File: config.mk
export PLATFORM = sky130hd
export DESIGN_NAME = pipeline_controller
export DESIGN_NICKNAME = d
export VERILOG_FILES = /design/src/rtl/pipeline_controller.sv
export SDC_FILE = /design/constraint.sdc
export NUM_CORES = 1
export LEC_CHECK = 0
export CAP_MARGIN = 10
export CORE_MARGIN = 4
export CORE_UTILIZATION = 43
export CTS_CLUSTER_DIAMETER = 40
export DETAILED_ROUTE_END_ITERATION = 8
export DONT_BUFFER_PORTS = 1
export PLACE_DENSITY_LB_ADDON = 0.25
export SLEW_MARGIN = 5
export SYNTH_ARGS = -nofsm -noshare
export SYNTH_HDL_FRONTEND = slang
export SYNTH_SLANG_ARGS = --single-unit
File: constraint.sdc
create_clock -name clk -period 2.2 [get_ports clk]
set_input_delay 0.66 -clock clk [delete_from_list [all_inputs] [get_ports clk]]
set_output_delay 0.66 -clock clk [all_outputs]
set_load 0.02 [all_outputs]
File: src/rtl/pipeline_controller.sv
// Stall/flush sequencer for the four-stage nand_cpu: zero-cycle combinational hazard response from registered state.
// Backpressure: stalls hold F/D/A on d_cache wait, load-use or halt drain; saturating perf counters for debug.
module pipeline_controller #(
   parameter int REG_AW   = 4,
   parameter int MAX_WAIT = 15,
   parameter int CNT_W    = 16
) (
   input  logic              clk,
   input  logic              n_rst,
   input  logic              d_valid,
   input  logic              d_rs_valid,
   input  logic [REG_AW-1:0] d_rs,
   input  logic              d_is_halt,
   input  logic              a_valid,
   input  logic              a_is_load,
   input  logic              a_is_mem,
   input  logic              a_rd_valid,
   input  logic [REG_AW-1:0] a_rd,
   input  logic              a_mispredict,
   input  logic              dc_ready,
   output logic              stall_f,
   output logic              stall_d,
   output logic              stall_a,
   output logic              flush_d,
   output logic              bubble_a,
   output logic              bubble_w,
   output logic              redirect,
   output logic              halted,
   output logic              mem_fault,
   output logic [CNT_W-1:0]  stall_cnt,
   output logic [CNT_W-1:0]  flush_cnt
);

   typedef enum logic [1:0] {
      RUN      = 2'd0,
      MEM_WAIT = 2'd1,
      DRAIN    = 2'd2,
      HALTED   = 2'd3
   } state_t;

   localparam logic [7:0]       MAX_W8  = 8'(MAX_WAIT);
   localparam logic [CNT_W-1:0] CNT_ONE = {{(CNT_W-1){1'b0}}, 1'b1};

   state_t           state_q, state_d;
   logic [7:0]       wait_cnt_q, wait_cnt_d;
   logic             drain_cnt_q, drain_cnt_d;
   logic             mem_fault_q, mem_fault_d;
   logic [CNT_W-1:0] stall_cnt_q, stall_cnt_d;
   logic [CNT_W-1:0] flush_cnt_q, flush_cnt_d;

   logic stall_f_c, stall_d_c, stall_a_c, flush_d_c;
   logic bubble_a_c, bubble_w_c, redirect_c, halted_c;
   logic front_eval;

   logic mem_hz, mispredict_hz, load_use_hz, halt_hz;

   always_comb begin
      mem_hz        = a_valid & a_is_mem & ~dc_ready;
      mispredict_hz = a_valid & a_mispredict;
      load_use_hz   = a_valid & a_is_load & a_rd_valid & d_valid & d_rs_valid
                      & (d_rs == a_rd);
      halt_hz       = d_valid & d_is_halt;
   end

   always_comb begin
      state_d     = state_q;
      wait_cnt_d  = wait_cnt_q;
      drain_cnt_d = drain_cnt_q;
      mem_fault_d = mem_fault_q;
      stall_f_c   = 1'b0;
      stall_d_c   = 1'b0;
      stall_a_c   = 1'b0;
      flush_d_c   = 1'b0;
      bubble_a_c  = 1'b0;
      bubble_w_c  = 1'b0;
      redirect_c  = 1'b0;
      halted_c    = 1'b0;
      front_eval  = 1'b0;

      case (state_q)
         RUN: begin
            if (mem_hz) begin
               stall_f_c  = 1'b1;
               stall_d_c  = 1'b1;
               stall_a_c  = 1'b1;
               bubble_w_c = 1'b1;
               state_d    = MEM_WAIT;
               wait_cnt_d = 8'd1;
            end else begin
               front_eval = 1'b1;
            end
         end
         MEM_WAIT: begin
            if (!dc_ready) begin
               stall_f_c  = 1'b1;
               stall_d_c  = 1'b1;
               stall_a_c  = 1'b1;
               bubble_w_c = 1'b1;
               if (wait_cnt_q >= MAX_W8) begin
                  mem_fault_d = 1'b1;
                  state_d     = HALTED;
               end else begin
                  wait_cnt_d = wait_cnt_q + 8'd1;
               end
            end else begin
               // access completes: release stalls and judge D/A in the same cycle
               state_d    = RUN;
               front_eval = 1'b1;
            end
         end
         DRAIN: begin
            stall_f_c = 1'b1;
            flush_d_c = 1'b1;
            if (drain_cnt_q) begin
               state_d = HALTED;
            end else begin
               drain_cnt_d = 1'b1;
            end
         end
         HALTED: begin
            stall_f_c  = 1'b1;
            stall_d_c  = 1'b1;
            stall_a_c  = 1'b1;
            flush_d_c  = 1'b1;
            bubble_a_c = 1'b1;
            bubble_w_c = 1'b1;
            halted_c   = 1'b1;
         end
         default: begin
            state_d = RUN;
         end
      endcase

      // mispredict wins: anything sitting in D is on the wrong path
      if (front_eval) begin
         if (mispredict_hz) begin
            redirect_c = 1'b1;
            flush_d_c  = 1'b1;
            bubble_a_c = 1'b1;
         end else if (load_use_hz) begin
            stall_f_c  = 1'b1;
            stall_d_c  = 1'b1;
            bubble_a_c = 1'b1;
         end else if (halt_hz) begin
            stall_f_c   = 1'b1;
            flush_d_c   = 1'b1;
            state_d     = DRAIN;
            drain_cnt_d = 1'b0;
         end
      end
   end

   always_comb begin
      stall_cnt_d = stall_cnt_q;
      flush_cnt_d = flush_cnt_q;
      if (stall_f_c && (state_q != HALTED) && !(&stall_cnt_q)) begin
         stall_cnt_d = stall_cnt_q + CNT_ONE;
      end
      if (redirect_c && !(&flush_cnt_q)) begin
         flush_cnt_d = flush_cnt_q + CNT_ONE;
      end
   end

   always_ff @(posedge clk or negedge n_rst) begin
      if (!n_rst) begin
         state_q     <= RUN;
         wait_cnt_q  <= 8'd0;
         drain_cnt_q <= 1'b0;
         mem_fault_q <= 1'b0;
         stall_cnt_q <= '0;
         flush_cnt_q <= '0;
      end else begin
         state_q     <= state_d;
         wait_cnt_q  <= wait_cnt_d;
         drain_cnt_q <= drain_cnt_d;
         mem_fault_q <= mem_fault_d;
         stall_cnt_q <= stall_cnt_d;
         flush_cnt_q <= flush_cnt_d;
      end
   end

   // controls are forced low while reset is held, whatever the hazard inputs show
   assign stall_f   = n_rst & stall_f_c;
   assign stall_d   = n_rst & stall_d_c;
   assign stall_a   = n_rst & stall_a_c;
   assign flush_d   = n_rst & flush_d_c;
   assign bubble_a  = n_rst & bubble_a_c;
   assign bubble_w  = n_rst & bubble_w_c;
   assign redirect  = n_rst & redirect_c;
   assign halted    = n_rst & halted_c;
   assign mem_fault = mem_fault_q;
   assign stall_cnt = stall_cnt_q;
   assign flush_cnt = flush_cnt_q;

endmodule

---- Word-level counts from Yosys, hierarchy flattened ----
Cells that the tools add are included.
storage, ports and cells
  register bits after elaboration ......... 44
  output and inout bits ................... 41
cells by class
  reduce and logical (&&, ||, !) cells .... 12
  multiplexer cells ....................... 43
  bitwise logic cells ..................... 17
  $lt $le $gt $ge ......................... 1
  equality and inequality tests ........... 8
  add/sub/neg operators ................... 3
operators with widths
  kind                                                                    count
  16-bit by 1-bit adder with 16-bit output (second input constant)        2
  16-bit AND reduction                                                    2
  1-bit 2-to-1 mux                                                        27
  8-bit 2-to-1 mux                                                        3
  1-bit bitwise AND                                                       16
  2-bit 2-to-1 mux                                                        8
  8-bit one-hot mux with 2 select lines                                   1
  8-bit by 1-bit adder with 8-bit output (second input constant)          1
  8-bit by 4-bit >= comparator with 1-bit output (second input constant)  1
  2-bit inequality test (second input constant)                           4
  1-bit one-hot mux with 3 select lines                                   2
  2-bit one-hot mux with 3 select lines                                   1
  2-bit equality test (second input constant)                             2
  4-bit equality test                                                     1
  4-bit AND reduction                                                     1
  1-bit logical AND                                                       3
  3-bit AND reduction                                                     1
  2-bit by 1-bit equality test with 1-bit output (second input constant)  1
  1-bit zero test                                                         2
  2-bit zero test                                                         1
  1-bit one-hot mux with 2 select lines                                   1
  2-bit nonzero test                                                      1
  2-bit OR reduction                                                      1
  1-bit inverter                                                          1

---- Depth between registers and ports, before layout ----
  depth in word-level cells ............... 10
  depth in mapped cells ................... 7
  depth with buffers taken out ............ 6

---- Worst setup path before layout ----
OpenSTA, ideal clock, no wires.
  path type ............................... input-to-output
  start point ............................. input a_rd[0]
  end point ............................... output stall_d
  stages .................................. 5
  arrival ................................. 1678 ps
  setup slack ............................. -138 ps
  cell sequence ........................... xnor2_1 > nand4_1 > or2_2 > a211oi_1 > o21a_1
between the ends
  word-level cells in the longest chain between the ends .. 6
ends and longest elaborated chain
  what                 RTL line  source
  from (decl)          18        input logic [REG_AW-1:0] a_rd,
  4-bit equality test  61        & (d_rs == a_rd);
  1-bit bitwise AND    61
  1-bit 2-to-1 mux     140       end else if (load_use_hz) begin
  1-bit 2-to-1 mux     136       if (mispredict_hz) begin
  1-bit 2-to-1 mux     135       if (front_eval) begin
  1-bit bitwise AND    184       assign stall_d = n_rst & stall_d_c;
  to (decl)            22        output logic stall_d,
No other way between the ends.

---- Worst setup path after layout ----
Ends and elaborated chain as after synthesis.

==> flow_summary.yaml <==
global_routing:
  met3_usage_pct: 6.51
  grt_max_degree: 52
  grt_pass1_wl_um: 8270
  grt_pass1_vias: 1769
  overflow: 0
  antenna_found_initial: 0
  grt_util_all_layers_pct: 16.0
  grt_use_met1_pct: 18.4
  grt.busiest_layer: "met2"
  grt_util_met2_pct: 27.3
finish:
  diodes: 0
  final_common_cell: "dfrtp_1"
  layout_common_cells: "dfrtp_1, buf_4, nor2_1"
  design_area_sq_um: 2800
  areaGrowthSynthToFinish_pct: 18.7
  layout.nets: 279
  fin_util_pct: 53.9
  final_layout_size_suffix_gt1_share_pct: 24.4
setup_path:
  worst-setup-path-type: "input pin to output pin"
  startpoint_type: "input pin"
  required_ns: 1.54
  worstPathMaxFanout: 3
  r2r_slack_ns: 0.31
  cp.arrival_ns: 1.55
  cp-end-kind: "output pin"
synth:
  synth_cell_types: 49
  synthMuxAreaShare_pct: 2.33
  synth_fa_ha_area_share_pct: 1.59
  ys_seq_elements: 44
  synth_compound_area_share_pct: 9.96
  syn-instance-count: 231
  synth_area_sq_um: 2360
  ys_warn_count: 0
  synth_edf_count: 0
  async_flop_share_pct: 100
  ys_seq_area_share_pct: 46.6
  syn-num-nets: 253
  synth-simple-area-share_pct: 26.2
  ys.flop_type: "dfrtp_1"
  synth_xor_area_share_pct: 10.4
  synth_top_family_by_area: "simple AND/OR/NAND/NOR gates"
  syn_avg_cell_area_sq_um: 10.2
timing:
  slew_headroom_pct: 71.3
  hold_violations: 0
  fin_worst_skew_ns: 0.00627
  setup_violations: 1
  post-route-min-period_ns: 2.21
  fin_crit_sh_pct: 101
  setup_slack_ns: -0.0118
  fmax_ghz: 0.452
  fin_tns_setup_ns: -0.0118
  tightestPinTransition_ns: 0.430
  rsz0062_at_grt: "true"
  finalMaxSlewViolations: 0
clock_tree:
  insertion_delay_ns: 0.30
  holdBufCountCts: 0
  cts.clk_slew.worst_paths_ns: 0.09
  clockBufferDepth: 2
  htreeDepth: 2
  cts_tree: "done"
  cts_made_buffers: 5
  cts-root-buf: "clkbuf_8"
  cts.sinks: 44
hold_path:
  min_path_type: "input pin to async pin"
route:
  vias: 1757
  avgViaCountPerCell: 5.36
  wl_per_cell_um: 15.3
  dr.pass1.iters: 4
  routed_wl_um: 5000
  drc: 0
  antenna_left: 0
  first_iter_violations: 79
placement:
  pre_cts_ws_ns: -0.0802
  gp_congestion: 0.868
  place_hpwl_um: 3690
  place_area_sq_um: 2630
  port_buffers: 0
run_status:
  status: "finished with violations"
  failed_checks: "negative setup slack"
floorplanning:
  core_sq_um: 5200
  die_h_um: 82.1
  pin_count: 60
  rows: 26
  dieArea_sq_um: 6740
  die_w_um: 82.1
  start_util_pct: 45.4
run:
  max-cap-violations: 0
pwr:
  ir_drop_mv: 0.641
  power_density_nw_per_um2: 987
  p_leak_nw: 1.24
[area by class of cell]
class / count / area (sq um)
repair buffers: 24 / 180
clock buffers: 6 / 82.6
fillers: 475 / 2400
well taps: 70 / 87.6
multi-input cells: 172 / 1270
clock inverters: 2 / 38.8
flip-flops and latches: 44 / 1100
inverters: 10 / 37.5
[synthesized netlist by cell type, types with 2 or more instances]
| cell | number | area (sq um) |
|---|---|---|
| a21oi_1 | 4 | 20.0 |
| nor3b_1 | 3 | 22.5 |
| mux2_2 | 4 | 45.0 |
| o21a_1 | 5 | 37.5 |
| o21ai_0 | 4 | 20.0 |
| and2_1 | 6 | 37.5 |
| buf_4 | 3 | 22.5 |
| o21bai_1 | 2 | 15.0 |
| nor2_1 | 20 | 75.1 |
| nand2_1 | 13 | 48.8 |
| nand3_1 | 18 | 90.1 |
| inv_1 | 10 | 37.5 |
| or3_1 | 2 | 12.5 |
| and4_1 | 2 | 17.5 |
| nor3_1 | 6 | 30.0 |
| buf_2 | 2 | 10.0 |
| dfrtp_1 | 44 | 1100 |
| nand4_1 | 13 | 81.3 |
| xnor2_1 | 18 | 158 |
| a31oi_1 | 2 | 12.5 |
| and3_1 | 9 | 56.3 |
| nor2b_1 | 3 | 18.8 |
| ha_1 | 3 | 37.5 |
| xor2_1 | 10 | 87.6 |
[cell families (layout without fill, tap and decap cells)]
logic type      count (synthesis)  after routing
simple gates                  107            107
flops                          44             44
compound gates                 29             29
xor+xnor                       28             28
buf+inv                        15             42
mux                             5              5
fa+ha+maj                       3              3
[stage by stage]
stage | power [mW] | cells | hold WS [ns]
floorplan | 1.83 | 231 | 0.364
global placement | 2.09 | 319 | 0.367
detailed placement | 2.11 | 319 | 0.366
CTS | 2.79 | 328 | 0.0326
global route | 2.95 | 328 | 0.0256
finish | 2.77 | 328 | 0.0507
[state kept, by name, indices dropped and copies added, names as in the netlist]
| register | count |
|---|---|
| drain_cnt_q | 1 |
| stall_cnt | 16 |
| state_q | 2 |
| wait_cnt_q | 8 |
| flush_cnt | 16 |
| mem_fault | 1 |
[repair_timing]
item,CTS,global route
setup buffers,1,0
gates resized for setup,5,6
endpoints found under the hold margin,0,0
pin swaps,3,3
setup endpoints to repair,4,6
[power by group]
group	switching, mW	leakage, nW	internal [mW]	total, mW
Combinational	0.533	0.606	0.425	0.957
Clock	0.282	0.0614	0.371	0.653
Sequential	0.195	0.570	0.963	1.16
[critical path, stage by stage]
cell and delay (ns):
xnor2_4 0.14, nand4_1 0.15, or2_4 0.26, a211oi_2 0.14, o21a_2 0.20
[per-layer routing]
metal  wire length, um  share of wire (%)  vias to the layer above
met5                 0                  0                        -
met4                53                1.1                        0
met3               387                7.7                        6
met2              2480                 50                       50
met1              2080                 42                      825
li1                  -                  -                      876
[path summary, 6_finish.rpt]
| path | from | end | cells past startpoint |
|---|---|---|---|
| max in group asynchronous | n_rst | state_q[0] | 0 |
| min in group clk | drain_cnt_q | state_q[0] | 1 |
| hold reg to reg | drain_cnt_q | state_q[0] | 1 |
| hold / removal | n_rst | flush_cnt[0] | 0 |
| setup reg to reg | flush_cnt[13] | flush_cnt[9] | 5 |
| setup / recovery | a_rd[0] | stall_d | 5 |
Power figures use the tool's default switching activity.
